**config.mk**
```make
export PLATFORM = sky130hd
export DESIGN_NAME = fighter_motion
export DESIGN_NICKNAME = d
export VERILOG_FILES = /design/src/rtl/fighter_motion.sv
export SDC_FILE = /design/constraint.sdc
export NUM_CORES = 1
export LEC_CHECK = 0
export CAP_MARGIN = 40
export CORE_ASPECT_RATIO = 0.75
export CORE_MARGIN = 2
export CORE_UTILIZATION = 50
export DETAILED_ROUTE_END_ITERATION = 7
export PLACE_DENSITY = 0.73
export RECOVER_POWER = 25
export SYNTH_ARGS = -nofsm -noshare
export SYNTH_HDL_FRONTEND = slang
export SYNTH_SLANG_ARGS = --single-unit
```
**constraint.sdc**
```tcl
create_clock -name Clk -period 8.8 [get_ports Clk]
set_input_delay 1.32 -clock Clk [delete_from_list [all_inputs] [get_ports Clk]]
set_output_delay 1.32 -clock Clk [all_outputs]
set_load 0.03 [all_outputs]
```
**src/rtl/fighter_motion.sv**
```systemverilog
// fighter_motion
//   Position/physics engine for one on-screen fighter. The keyboard keycode is
//   sampled once per video frame. Each frame the fighter walks left or right and
//   runs a ground / rising / falling jump machine with gravity. The block holds
//   the fighter's top-left corner and reports whether the current beam position
//   lies inside the sprite box.
//
// Ports
//   Clk         in   1   system clock
//   Reset       in   1   asynchronous active-high reset
//   frame_clk   in   1   frame strobe (vsync derived); its rising edge is one frame
//   keycode     in   8   current keycode, 0 = no key
//   DrawX       in   10  current pixel column
//   DrawY       in   10  current pixel row
//   is_fighter  out  1   beam position is inside the sprite box
//   Fighter_X   out  10  top-left X
//   Fighter_Y   out  10  top-left Y
//   airborne    out  1   fighter is rising or falling
//
// Configuration macro
//   FIGHTER_DOUBLE_JUMP_EN : allows one extra jump while airborne.

module fighter_motion #(
  parameter int unsigned X_START   = 100,
  parameter int unsigned WIDTH     = 32,
  parameter int unsigned HEIGHT    = 48,
  parameter int unsigned GROUND_Y  = 380,
  parameter int unsigned X_MIN     = 0,
  parameter int unsigned X_MAX     = 639,
  parameter int unsigned Y_MIN     = 0,
  parameter int unsigned WALK_STEP = 2,
  parameter int unsigned JUMP_VEL  = 12,
  parameter int unsigned GRAVITY   = 1,
  parameter int unsigned MAX_FALL  = 15,
  parameter logic [7:0]  KEY_LEFT  = 8'h04,
  parameter logic [7:0]  KEY_RIGHT = 8'h07,
  parameter logic [7:0]  KEY_JUMP  = 8'h1A
) (
  input  logic       Clk,
  input  logic       Reset,
  input  logic       frame_clk,
  input  logic [7:0] keycode,
  input  logic [9:0] DrawX,
  input  logic [9:0] DrawY,
  output logic       is_fighter,
  output logic [9:0] Fighter_X,
  output logic [9:0] Fighter_Y,
  output logic       airborne
);

  localparam int unsigned Y_GROUND    = GROUND_Y - HEIGHT;
  localparam int unsigned X_RIGHT_LIM = X_MAX - WIDTH + 1;

  localparam logic [1:0] GROUND  = 2'd0;
  localparam logic [1:0] RISING  = 2'd1;
  localparam logic [1:0] FALLING = 2'd2;

  logic       frame_sync_reg, frame_prev_reg;
  logic [9:0] x_reg, x_next;
  logic [9:0] y_reg, y_next;
  logic [4:0] vy_reg, vy_next;
  logic [1:0] state_reg, state_next;
  logic       armed_reg, armed_next;
  logic       tick;
  logic       jump_key;
  logic       launch;
  logic       relaunch;

  // Frame edge detect: one tick per rising edge of frame_clk as seen in Clk.
  assign tick     = frame_sync_reg & ~frame_prev_reg;
  assign jump_key = (keycode == KEY_JUMP);

`ifdef FIGHTER_DOUBLE_JUMP_EN
  logic dj_used_reg, dj_used_next;
  assign relaunch = (state_reg != GROUND) & jump_key & armed_reg & ~dj_used_reg;
`else
  assign relaunch = 1'b0;
`endif

  assign launch = ((state_reg == GROUND) & jump_key & armed_reg) | relaunch;

  // Horizontal motion, compared in 11 bits so moving left never wraps.
  logic [10:0] x_ext;
  assign x_ext = {1'b0, x_reg};

  always_comb begin
    x_next = x_reg;
    if (keycode == KEY_LEFT) begin
      if (x_ext < 11'(X_MIN + WALK_STEP)) x_next = 10'(X_MIN);
      else                                x_next = x_reg - 10'(WALK_STEP);
    end else if (keycode == KEY_RIGHT) begin
      if (x_ext + 11'(WALK_STEP) > 11'(X_RIGHT_LIM)) x_next = 10'(X_RIGHT_LIM);
      else                                            x_next = x_reg + 10'(WALK_STEP);
    end
  end

  // Vertical motion. vy is a magnitude; the state gives its direction.
  logic [10:0] y_ext, y_fall;
  logic [5:0]  vy_inc;
  logic [4:0]  vy_fall, vy_dec;

  assign y_ext   = {1'b0, y_reg};
  assign vy_dec  = vy_reg - 5'(GRAVITY);
  assign vy_inc  = {1'b0, vy_reg} + 6'(GRAVITY);
  assign vy_fall = (vy_inc > 6'(MAX_FALL)) ? 5'(MAX_FALL) : vy_inc[4:0];
  assign y_fall  = y_ext + {6'b0, vy_fall};

  always_comb begin
    y_next     = y_reg;
    vy_next    = vy_reg;
    state_next = state_reg;
    if (launch) begin
      // Launch (or airborne relaunch) keeps Y this frame and loads the speed.
      state_next = RISING;
      vy_next    = 5'(JUMP_VEL);
    end else begin
      case (state_reg)
        GROUND: ;
        RISING: begin
          if (y_ext < {6'b0, vy_reg} + 11'(Y_MIN)) begin
            // Would pass through the ceiling: pin to it and start falling.
            y_next     = 10'(Y_MIN);
            vy_next    = 5'd0;
            state_next = FALLING;
          end else begin
            y_next  = y_reg - {5'b0, vy_reg};
            vy_next = vy_dec;
            if (vy_dec == 5'd0) state_next = FALLING;
          end
        end
        FALLING: begin
          if (y_fall >= 11'(Y_GROUND)) begin
            y_next     = 10'(Y_GROUND);
            vy_next    = 5'd0;
            state_next = GROUND;
          end else begin
            y_next  = y_fall[9:0];
            vy_next = vy_fall;
          end
        end
        default: state_next = FALLING;  // unused encoding: drop back to the floor
      endcase
    end
  end

  // Re-arm on any frame without the jump key so a held key cannot auto-repeat.
  always_comb begin
    armed_next = armed_reg;
    if (launch)         armed_next = 1'b0;
    else if (!jump_key) armed_next = 1'b1;
  end

`ifdef FIGHTER_DOUBLE_JUMP_EN
  always_comb begin
    dj_used_next = dj_used_reg;
    if (relaunch)                                      dj_used_next = 1'b1;
    else if (state_reg != GROUND && state_next == GROUND) dj_used_next = 1'b0;
  end

  always_ff @(posedge Clk or posedge Reset) begin
    if (Reset)     dj_used_reg <= 1'b0;
    else if (tick) dj_used_reg <= dj_used_next;
  end
`endif

  always_ff @(posedge Clk or posedge Reset) begin
    if (Reset) begin
      frame_sync_reg <= 1'b0;
      frame_prev_reg <= 1'b0;
      x_reg          <= 10'(X_START);
      y_reg          <= 10'(Y_GROUND);
      vy_reg         <= 5'd0;
      state_reg      <= GROUND;
      armed_reg      <= 1'b1;
    end else begin
      frame_sync_reg <= frame_clk;
      frame_prev_reg <= frame_sync_reg;
      if (tick) begin
        x_reg     <= x_next;
        y_reg     <= y_next;
        vy_reg    <= vy_next;
        state_reg <= state_next;
        armed_reg <= armed_next;
      end
    end
  end

  assign Fighter_X = x_reg;
  assign Fighter_Y = y_reg;
  assign airborne  = (state_reg != GROUND);

  logic [10:0] dx_ext, dy_ext, fy_ext;
  assign dx_ext = {1'b0, DrawX};
  assign dy_ext = {1'b0, DrawY};
  assign fy_ext = {1'b0, y_reg};

  assign is_fighter = (dx_ext >= x_ext) && (dx_ext < x_ext + 11'(WIDTH)) &&
                      (dy_ext >= fy_ext) && (dy_ext < fy_ext + 11'(HEIGHT));

endmodule

```
### Yosys cells after proc, flatten, opt, wreduce, memory -nomap -nowiden

Index checks and enable logic that the tools add are counted.

| storage, ports and cells | value |
|---|---|
| register bits after elaboration | 30 |
| latch bits | 0 |
| bits in writable memories | 0 |
| ROM bits | 0 |
| bits of input ports | 31 |
| word-level logic and storage cells | 72 |
| memories kept | 0 |

| operators by class | value |
|---|---|
| $add $sub $neg | 9 |
| multiply operators | 0 |
| div/mod/pow operators | 0 |
| order comparisons | 9 |
| eq/ne operators | 9 |
| shift operators | 0 |
| multiplexer cells | 19 |
| bitwise operators | 5 |
| reductions and logical operators | 14 |

Operator list:

| cell | number |
|---|---|
| two-way mux 10 bit | 6 |
| adder 10 x 6 -> 11 bit, second input constant | 2 |
| < comparator 10 x 11 -> 1 bit | 2 |
| >= comparator 10 bit | 2 |
| two-way mux 5 bit | 4 |
| one-hot mux 10 bit (2 select lines) | 1 |
| == test 8 x 3 -> 1 bit, second input constant | 2 |
| adder 10 x 2 -> 11 bit, second input constant | 1 |
| adder 10 x 5 -> 11 bit | 1 |
| >= comparator 11 x 9 -> 1 bit, second input constant | 1 |
| > comparator 11 x 10 -> 1 bit, second input constant | 1 |
| adder 10 x 2 -> 10 bit, second input constant | 1 |
| < comparator 10 x 2 -> 1 bit, second input constant | 1 |
| < comparator 10 x 5 -> 1 bit | 1 |
| one-hot mux 5 bit (2 select lines) | 1 |
| subtractor 10 x 2 -> 10 bit, second input constant | 1 |
| subtractor 10 x 5 -> 10 bit | 1 |
| == test 8 x 5 -> 1 bit, second input constant | 1 |
| two-way mux 2 bit | 4 |
| adder 5 x 1 -> 6 bit, second input constant | 1 |
| > comparator 6 x 4 -> 1 bit, second input constant | 1 |
| one-hot mux 2 bit (3 select lines) | 1 |
| AND reduction 2 bit | 3 |
| nonzero test 2 bit | 3 |
| other kinds (16) | 22 |

### Longest topological paths before layout

Gate-level depths: netlist of run 1.

| depth | value |
|---|---|
| depth after elaboration | 8 |
| gate-level depth with buffers | 14 |

### Worst setup path after synthesis of run 1

Ideal clock, no wire load.

| timing path | value |
|---|---|
| kind | input-to-output |
| start | in DrawY[1] |
| end | out is_fighter |
| arrival time | 3.927 ns |
| slack | 3.553 ns |
| stages | 8 |
| buffers on the path | 0 |
| cells stage by stage | ha_1 -> nor2b_1 -> o21a_1 -> o21a_1 -> o21ai_0 -> a31o_2 -> a32oi_1 -> a2111oi_0 |

| between the ends | value |
|---|---|
| word-level cells in the longest chain between the ends | 3 |
| elaborated cells between the ends (all ways) | 4 |

Ends and longest elaborated chain:

| item | line | text |
|---|---|---|
| start, declared | 44 | `input logic [9:0] DrawY,` |
| >= comparator 10 bit | 198 | `(dy_ext >= fy_ext) && (dy_ext < fy_ext + 11'(HEIGHT));` |
| logical AND 1 bit | 197 | `assign is_fighter = (dx_ext >= x_ext) && (dx_ext < x_ext + 11'(WIDTH)) &&` |
| logical AND 1 bit * | 198 |  |
| end, declared | 45 | `output logic is_fighter,` |

Mark *: on every way between the ends. The rest lies on a longest branch, timed or not.

### Worst setup path in the final report of run 1

Same ends and word-level chain as after synthesis.

==> metrics.yaml, run 1 <==
status:
  status: "finished, violations left"
  violations: "max-capacitance violations, max-slew violations"
route:
  ant_nets: 0
  wire_per_inst_um: 16.1
  via_per_inst: 6.06
  wirelength_um: 9630
  first_iter_violations: 248
  drc: 0
  dr.pass1.iters: 5
  num_vias: 3626
worst_setup_path:
  r2r_cells: 14
  cp-start-kind: "input pin"
  rr_startpoint: "vy_reg[0]"
  critPathCaptureType: "output pin"
  required_ps: 7480
  crit_start: "DrawY[1]"
  cp_slowest_cell: "clkdlybuf4s50_1"
  rrSetupSlack_ps: 4570
  cp.depth: 10
  crit_type: "in -> out"
  path_cells: "clkdlybuf4s50_1 -> ha_1 -> nor2b_1 -> o21a_1 -> o21a_1 -> o21ai_0 -> a31o_2 -> a32oi_1 -> a2111oi_0 -> clkdlybuf4s50_1"
  cp_num_buf_inv: 2
  crit_family: "compound AO/OA/AOI/OAI gates"
  critPathMaxStageDelay_ps: 750
  r2r_end: "state_reg[0]"
  path_max_fanout: 2
  arrival_ps: 4220
timing:
  drv_slew: 30
  finalSetupViolations: 0
  worst_slew_pin_slew_ps: 1660
  slew_headroom: -0.107
  rsz0062_at_grt: "no"
  skew_ps: 5.99
  fmax_ghz: 0.180
  fin_crit_sh: 0.630
  hold_viol: 0
  min_period_ps: 5540
  tns_ps: 0
hold_path:
  worstHoldStart: "frame_sync_reg"
  holdPathEnd: "frame_prev_reg"
  hp-class: "reg -> reg"
  min_path_cells: 0
power:
  irDropWorstVdd_uv: 147
  power_mw: 1.29
  p_per_area_nw_per_um2: 300
  leakagePower_nw: 1.70
clock_network:
  clk_pin_slew_ps: 60
  numClockSinks: 29
  cts_resized: 0
  cts-root-buf: "clkbuf_8"
  clkLatencyLatePin_ps: 290
  cts-hold-fix-buffers: 0
  cts_max_path_buffers: 2
  htree_levels: 2
  post_cts_buffers: 0
  cts_made_buffers: 5
  cts_tree: "done"
global_routing:
  grt_max_degree: 30
  grt_pass1_vias: 3410
  grt_pass1_wl_um: 16100
  gr-total-overflow: 0
  grt_antenna_before_repair: 0
  grt_usage: 0.247
yosys:
  yosys_warnings: 0
  syn_area_um2: 3670
  syn_inst: 457
  yosysSeqAreaShare: 0.200
  async_flop_share: 1.00
  yosys.cell_types.count: 76
  ys_ff_latch: 29
  synth_edf_count: 0
  synth_area_per_cell_um2: 8.04
  synthFlopType: "dfrtp_1"
floorplan:
  start_util: 0.508
  coreArea_um2: 7230
  dieArea_um2: 8060
  chipHeight_um: 78.2
  die_w_um: 103
  std_cell_rows: 27
  num_io_pins: 53
finish:
  synthToLayoutAreaGrowth_pct: 17.2
  n_antenna_cell: 0
  drive_gt1_frac: 0.0785
  post-route-util: 0.596
  fin_area_um2: 4310
  layout.nets: 582
  largest_reg_flops: 10
placement:
  io_buffers: 50
  hpwl_um: 7530
  place_area_um2: 4210
  place.gp.congestion: 0.878
flow_run:
  cap_violations: 1
[Yosys cell counts (12+ instances only)]
cell / number / area (µm²)
dfrtp_1: 21 / 526
ha_1: 53 / 663
nor2_1: 33 / 124
o21a_1: 12 / 90.1
inv_1: 42 / 158
a21oi_1: 27 / 135
nand2_1: 28 / 105
o21ai_0: 32 / 160
clkbuf_1: 12 / 45.0
o31ai_1: 12 / 90.1
nand3_1: 15 / 75.1
nor3_1: 12 / 60.1
[layout make-up]
cell class / instances / area [µm²]
sequential: 29 / 736
timing repair buffer: 53 / 514
tap: 101 / 126
fill: 693 / 2920
inverter: 43 / 161
multi-input combinational: 364 / 2680
clock buffer: 8 / 90.1
[worst reg2reg max path, stage by stage, from the launching register on]
cell and delay, ps:
dfrtp_1 520, ha_1 270, nand3_1 110, mux2i_1 190, nand2_1 110, ha_1 180
inv_1 60, fa_1 400, nand2b_1 210, a211oi_1 480, a41oi_1 220, o31ai_2 520
nor2_1 130, a221oi_2 340, mux2_2 360
[how the worst max path moves through the flow]
| stage | end | slack [ps] |
|---|---|---|
| floorplan | is_fighter | 3550 |
| CTS | is_fighter | 3240 |
| finish | is_fighter | 3260 |
| detailed placement | is_fighter | 3280 |
| global route | is_fighter | 3030 |
| global placement | is_fighter | 3260 |
[per-layer routing]
| metal | GRT usage | up-vias | share of wire |
|---|---|---|---|
| met4 | 0.0513 | 0 | 0.0083 |
| met3 | 0.0410 | 9 | 0.061 |
| li1 | - | 1779 | - |
| met2 | 0.388 | 115 | 0.44 |
| met5 | 0 | - | 0 |
| met1 | 0.357 | 1723 | 0.49 |
[cell families (layout without fill, tap and decap cells)]
| group | Yosys count | after routing | share of synthesized area |
|---|---|---|---|
| buf+inv | 65 | 104 | 0.0722 |
| simple gates | 134 | 134 | 0.192 |
| flops | 29 | 29 | 0.200 |
| xor+xnor | 14 | 14 | 0.0334 |
| compound gates | 155 | 155 | 0.298 |
| mux | 4 | 4 | 0.0119 |
| other cells | 1 | 2 | 0.00102 |
| fa+ha+maj | 55 | 55 | 0.191 |
[report_power, final]
group / switching, mW / leakage (nW) / total, mW / internal (mW)
clock network: 0.0546 / 0.0455 / 0.118 / 0.0638
logic: 0.552 / 1.32 / 0.928 / 0.377
registers: 0.0693 / 0.335 / 0.247 / 0.178
[through the flow]
step / cells / setup WS [ps] / hold WS [ps]
after floorplan: 458 / 3550 / 368
after global placement: 588 / 3260 / 384
after detailed placement: 589 / 3280 / 393
after CTS: 597 / 3240 / 409
after global routing: 598 / 3030 / 430
final: 598 / 3260 / 411
[cell usage in the layout (no fill, tap or decap), types with 3 or more instances in the layout]
master / n
a211oi_1: 5
dfrtp_1: 21
xnor2_1: 11
o41ai_1: 3
and4_1: 3
clkbuf_1: 3
nand2b_1: 7
clkbuf_8: 6
dfstp_2: 8
nor4_1: 8
clkdlybuf4s50_1: 48
o211ai_1: 7
o21a_1: 12
inv_1: 42
a31oi_1: 10
or3_1: 5
nor2_1: 33
nand2_1: 28
nand3_1: 15
a22o_1: 3
nor2b_1: 4
ha_1: 53
nor3_1: 12
a221oi_1: 4
mux2_2: 3
or3_4: 3
o21ai_0: 32
a2111oi_0: 3
a21oi_1: 27
xor2_1: 3
o31ai_1: 12
(Power assumes the default switching activity.)
==> run 2, diff against run 1 <==
==> constraint.sdc (replaced) <==
create_clock -name Clk -period 5.6 [get_ports Clk]
set_input_delay 0.84 -clock Clk [delete_from_list [all_inputs] [get_ports Clk]]
set_output_delay 0.84 -clock Clk [all_outputs]
set_load 0.03 [all_outputs]
==> run 2 against run 1 <==
The run still ends with max-capacitance violations, max-slew violations left. Count of clock-buffer cells in the layout shrank 3. Clock power rose by 130%. Hold slack worse by 2.2 ps. Cell count fell by 0.17%. Sequential cell count is the same. Sequential power is 58% higher. Largest cell class unchanged.
==> metrics.yaml, run 2 (same netlist as run 1, synthesis figures left out) <==
status:
  status: "finished, violations left"  # unchanged
  violations: "max-capacitance violations, max-slew violations"  # unchanged
clock_network:
  clk_pin_slew_ps: 70  # was 60 ps
  cts_max_path_buffers: 2  # unchanged
  cts_resized: 0  # unchanged
  cts-root-buf: "clkbuf_8"  # unchanged
  clkLatencyLatePin_ps: 290  # about the same
  post_cts_buffers: 0  # unchanged
  cts_made_buffers: 5  # unchanged
  cts-hold-fix-buffers: 0  # unchanged
  cts_tree: "done"  # unchanged
  numClockSinks: 29  # unchanged
  htree_levels: 2  # unchanged
global_routing:
  grt_pass1_vias: 3365  # was 3410
  gr-total-overflow: 0  # unchanged
  grt_pass1_wl_um: 16100  # about the same
  grt_usage: 0.246  # was 0.247
  grt_max_degree: 30  # unchanged
  grt_antenna_before_repair: 0  # unchanged
power:
  p_switching_mw: 1.06  # was 0.676 mW
  p_int_mw: 1.05  # was 0.618 mW
  irDropWorstVdd_uv: 218  # was 147 µV
  leakagePower_nw: 1.71  # was 1.70 nW
  p_sw_frac: 0.503  # was 0.522
  p_per_area_nw_per_um2: 484  # was 300 nW/µm²
  p_seq_frac: 0.185  # was 0.191
  power_frac_comb: 0.688  # was 0.718
  clock_power_share: 0.127  # was 0.092
hold_path:
  worstHoldStart: "frame_sync_reg"  # unchanged
  hp-class: "reg -> reg"  # unchanged
flow_run:
  cap_violations: 1  # unchanged
floorplan:
  num_io_pins: 53  # unchanged
  chipHeight_um: 78.2  # unchanged
  dieArea_um2: 8060  # unchanged
  start_util: 0.508  # unchanged
  coreArea_um2: 7230  # unchanged
  die_w_um: 103  # unchanged
  std_cell_rows: 27  # unchanged
timing:
  hold_viol: 0  # unchanged
  fmax_ghz: 0.217
  fin_crit_sh: 0.822
  fin_ws_ps: 998  # was 3260 ps
  tns_ps: 0  # unchanged
  drv_slew: 30  # unchanged
  slew_headroom: -0.0960  # was -0.107
  min_period_ps: 4600
  worst_slew_pin_slew_ps: 1640  # was 1660 ps
  skew_ps: 7.01  # was 5.99 ps
  finalSetupViolations: 0  # unchanged
  rsz0062_at_grt: "no"  # unchanged
finish:
  post-route-util: 0.601  # was 0.596
  synthToLayoutAreaGrowth_pct: 18.2  # was 17.2%
  layout.nets: 581  # was 582
  largest_reg_flops: 10  # unchanged
  layout_common_cells: "53 x ha_1, 48 x clkdlybuf4s50_1, 42 x inv_1"  # unchanged
  n_antenna_cell: 0  # unchanged
  fin_area_um2: 4340  # was 4310 µm²
  final_common_cell: "ha_1"  # unchanged
  drive_gt1_frac: 0.0806  # was 0.0785
worst_setup_path:
  required_ps: 4760  # was 7480 ps
  crit_type: "in -> out"  # unchanged
  path_cells: "clkdlybuf4s50_1 -> ha_1 -> nor2b_1 -> o21a_1 -> o21a_1 -> o21ai_0 -> a31o_2 -> a32oi_1 -> a2111oi_0 -> clkdlybuf4s50_1"  # unchanged
  cp_num_buf_inv: 2  # unchanged
  critPathCaptureType: "output pin"  # unchanged
  crit_family: "compound AO/OA/AOI/OAI gates"  # unchanged
  path_max_fanout: 2  # unchanged
  crit_start: "DrawY[1]"  # unchanged
  cp-start-kind: "input pin"  # unchanged
  critPathMaxStageDelay_ps: 750  # about the same
  rr_startpoint: "vy_reg[0]"  # unchanged
  cp_slowest_cell: "clkdlybuf4s50_1"  # unchanged
  arrival_ps: 3760  # was 4220 ps
placement:
  preCtsSetupSlack_ps: 1040  # was 3280 ps
  place.gp.congestion: 0.879  # was 0.878
  place_area_um2: 4210  # unchanged
  hpwl_um: 7380  # was 7530 µm
  io_buffers: 50  # unchanged
route:
  first_iter_violations: 241  # was 248
  ant_nets: 0  # unchanged
  wirelength_um: 9340  # was 9630 µm
  via_per_inst: 6.03  # was 6.06
  drc: 0  # unchanged
  num_vias: 3602  # was 3626
  dr.pass1.iters: 8  # was 5
  wire_per_inst_um: 15.7  # was 16.1 µm
-- run 2: cell type report --
cell class                      count  area (µm²)
Inverter                           43         161
Multi-Input combinational cell    364        2680
Fill cell                         667        2890
Tap cell                          101         126
Clock inverter                      3        65.1
Sequential cell                    29         736
Clock buffer                        5        68.8
Timing Repair Buffer               52         509
-- run 2: per-stage QoR --
| step | hold WS (ps) | total power [mW] | cells |
|---|---|---|---|
| final | 409 | 2.10 | 597 |
| after global routing | 442 | 2.31 | 597 |
| after CTS | 413 | 2.09 | 597 |
| after detailed placement | 394 | 1.81 | 589 |
| after global placement | 386 | 1.76 | 588 |
| after floorplan | 368 | 1.44 | 458 |
-- run 2: final timing paths --
kind / end / slack, ps / depth (start not counted)
max: is_fighter / 1000 / 10
min: frame_prev_reg / 410 / 0
max reg2reg: state_reg[1] / 1380 / 14
min reg2reg: frame_prev_reg / 410 / 0
max in group asynchronous: Fighter_Y[7] / 3090 / 3
min in group asynchronous: vy_reg[1] / 1560 / 3
-- run 2: layer usage --
metal | vias up | GRT usage | wire, µm
li1 | 1777 | - | -
met1 | 1706 | 0.386 | 4850
met2 | 111 | 0.360 | 3980
met3 | 8 | 0.0347 | 459
met4 | 0 | 0.0421 | 61
met5 | - | 0 | 0
-- run 2: power by group through the flow --
stage	sequential (mW)	combinational (mW)	clock (mW)
after floorplan	0.403	1.03	0
after global placement	0.389	1.37	0
after detailed placement	0.391	1.42	0
after CTS	0.388	1.43	0.272
after global routing	0.402	1.62	0.283
final	0.390	1.45	0.267
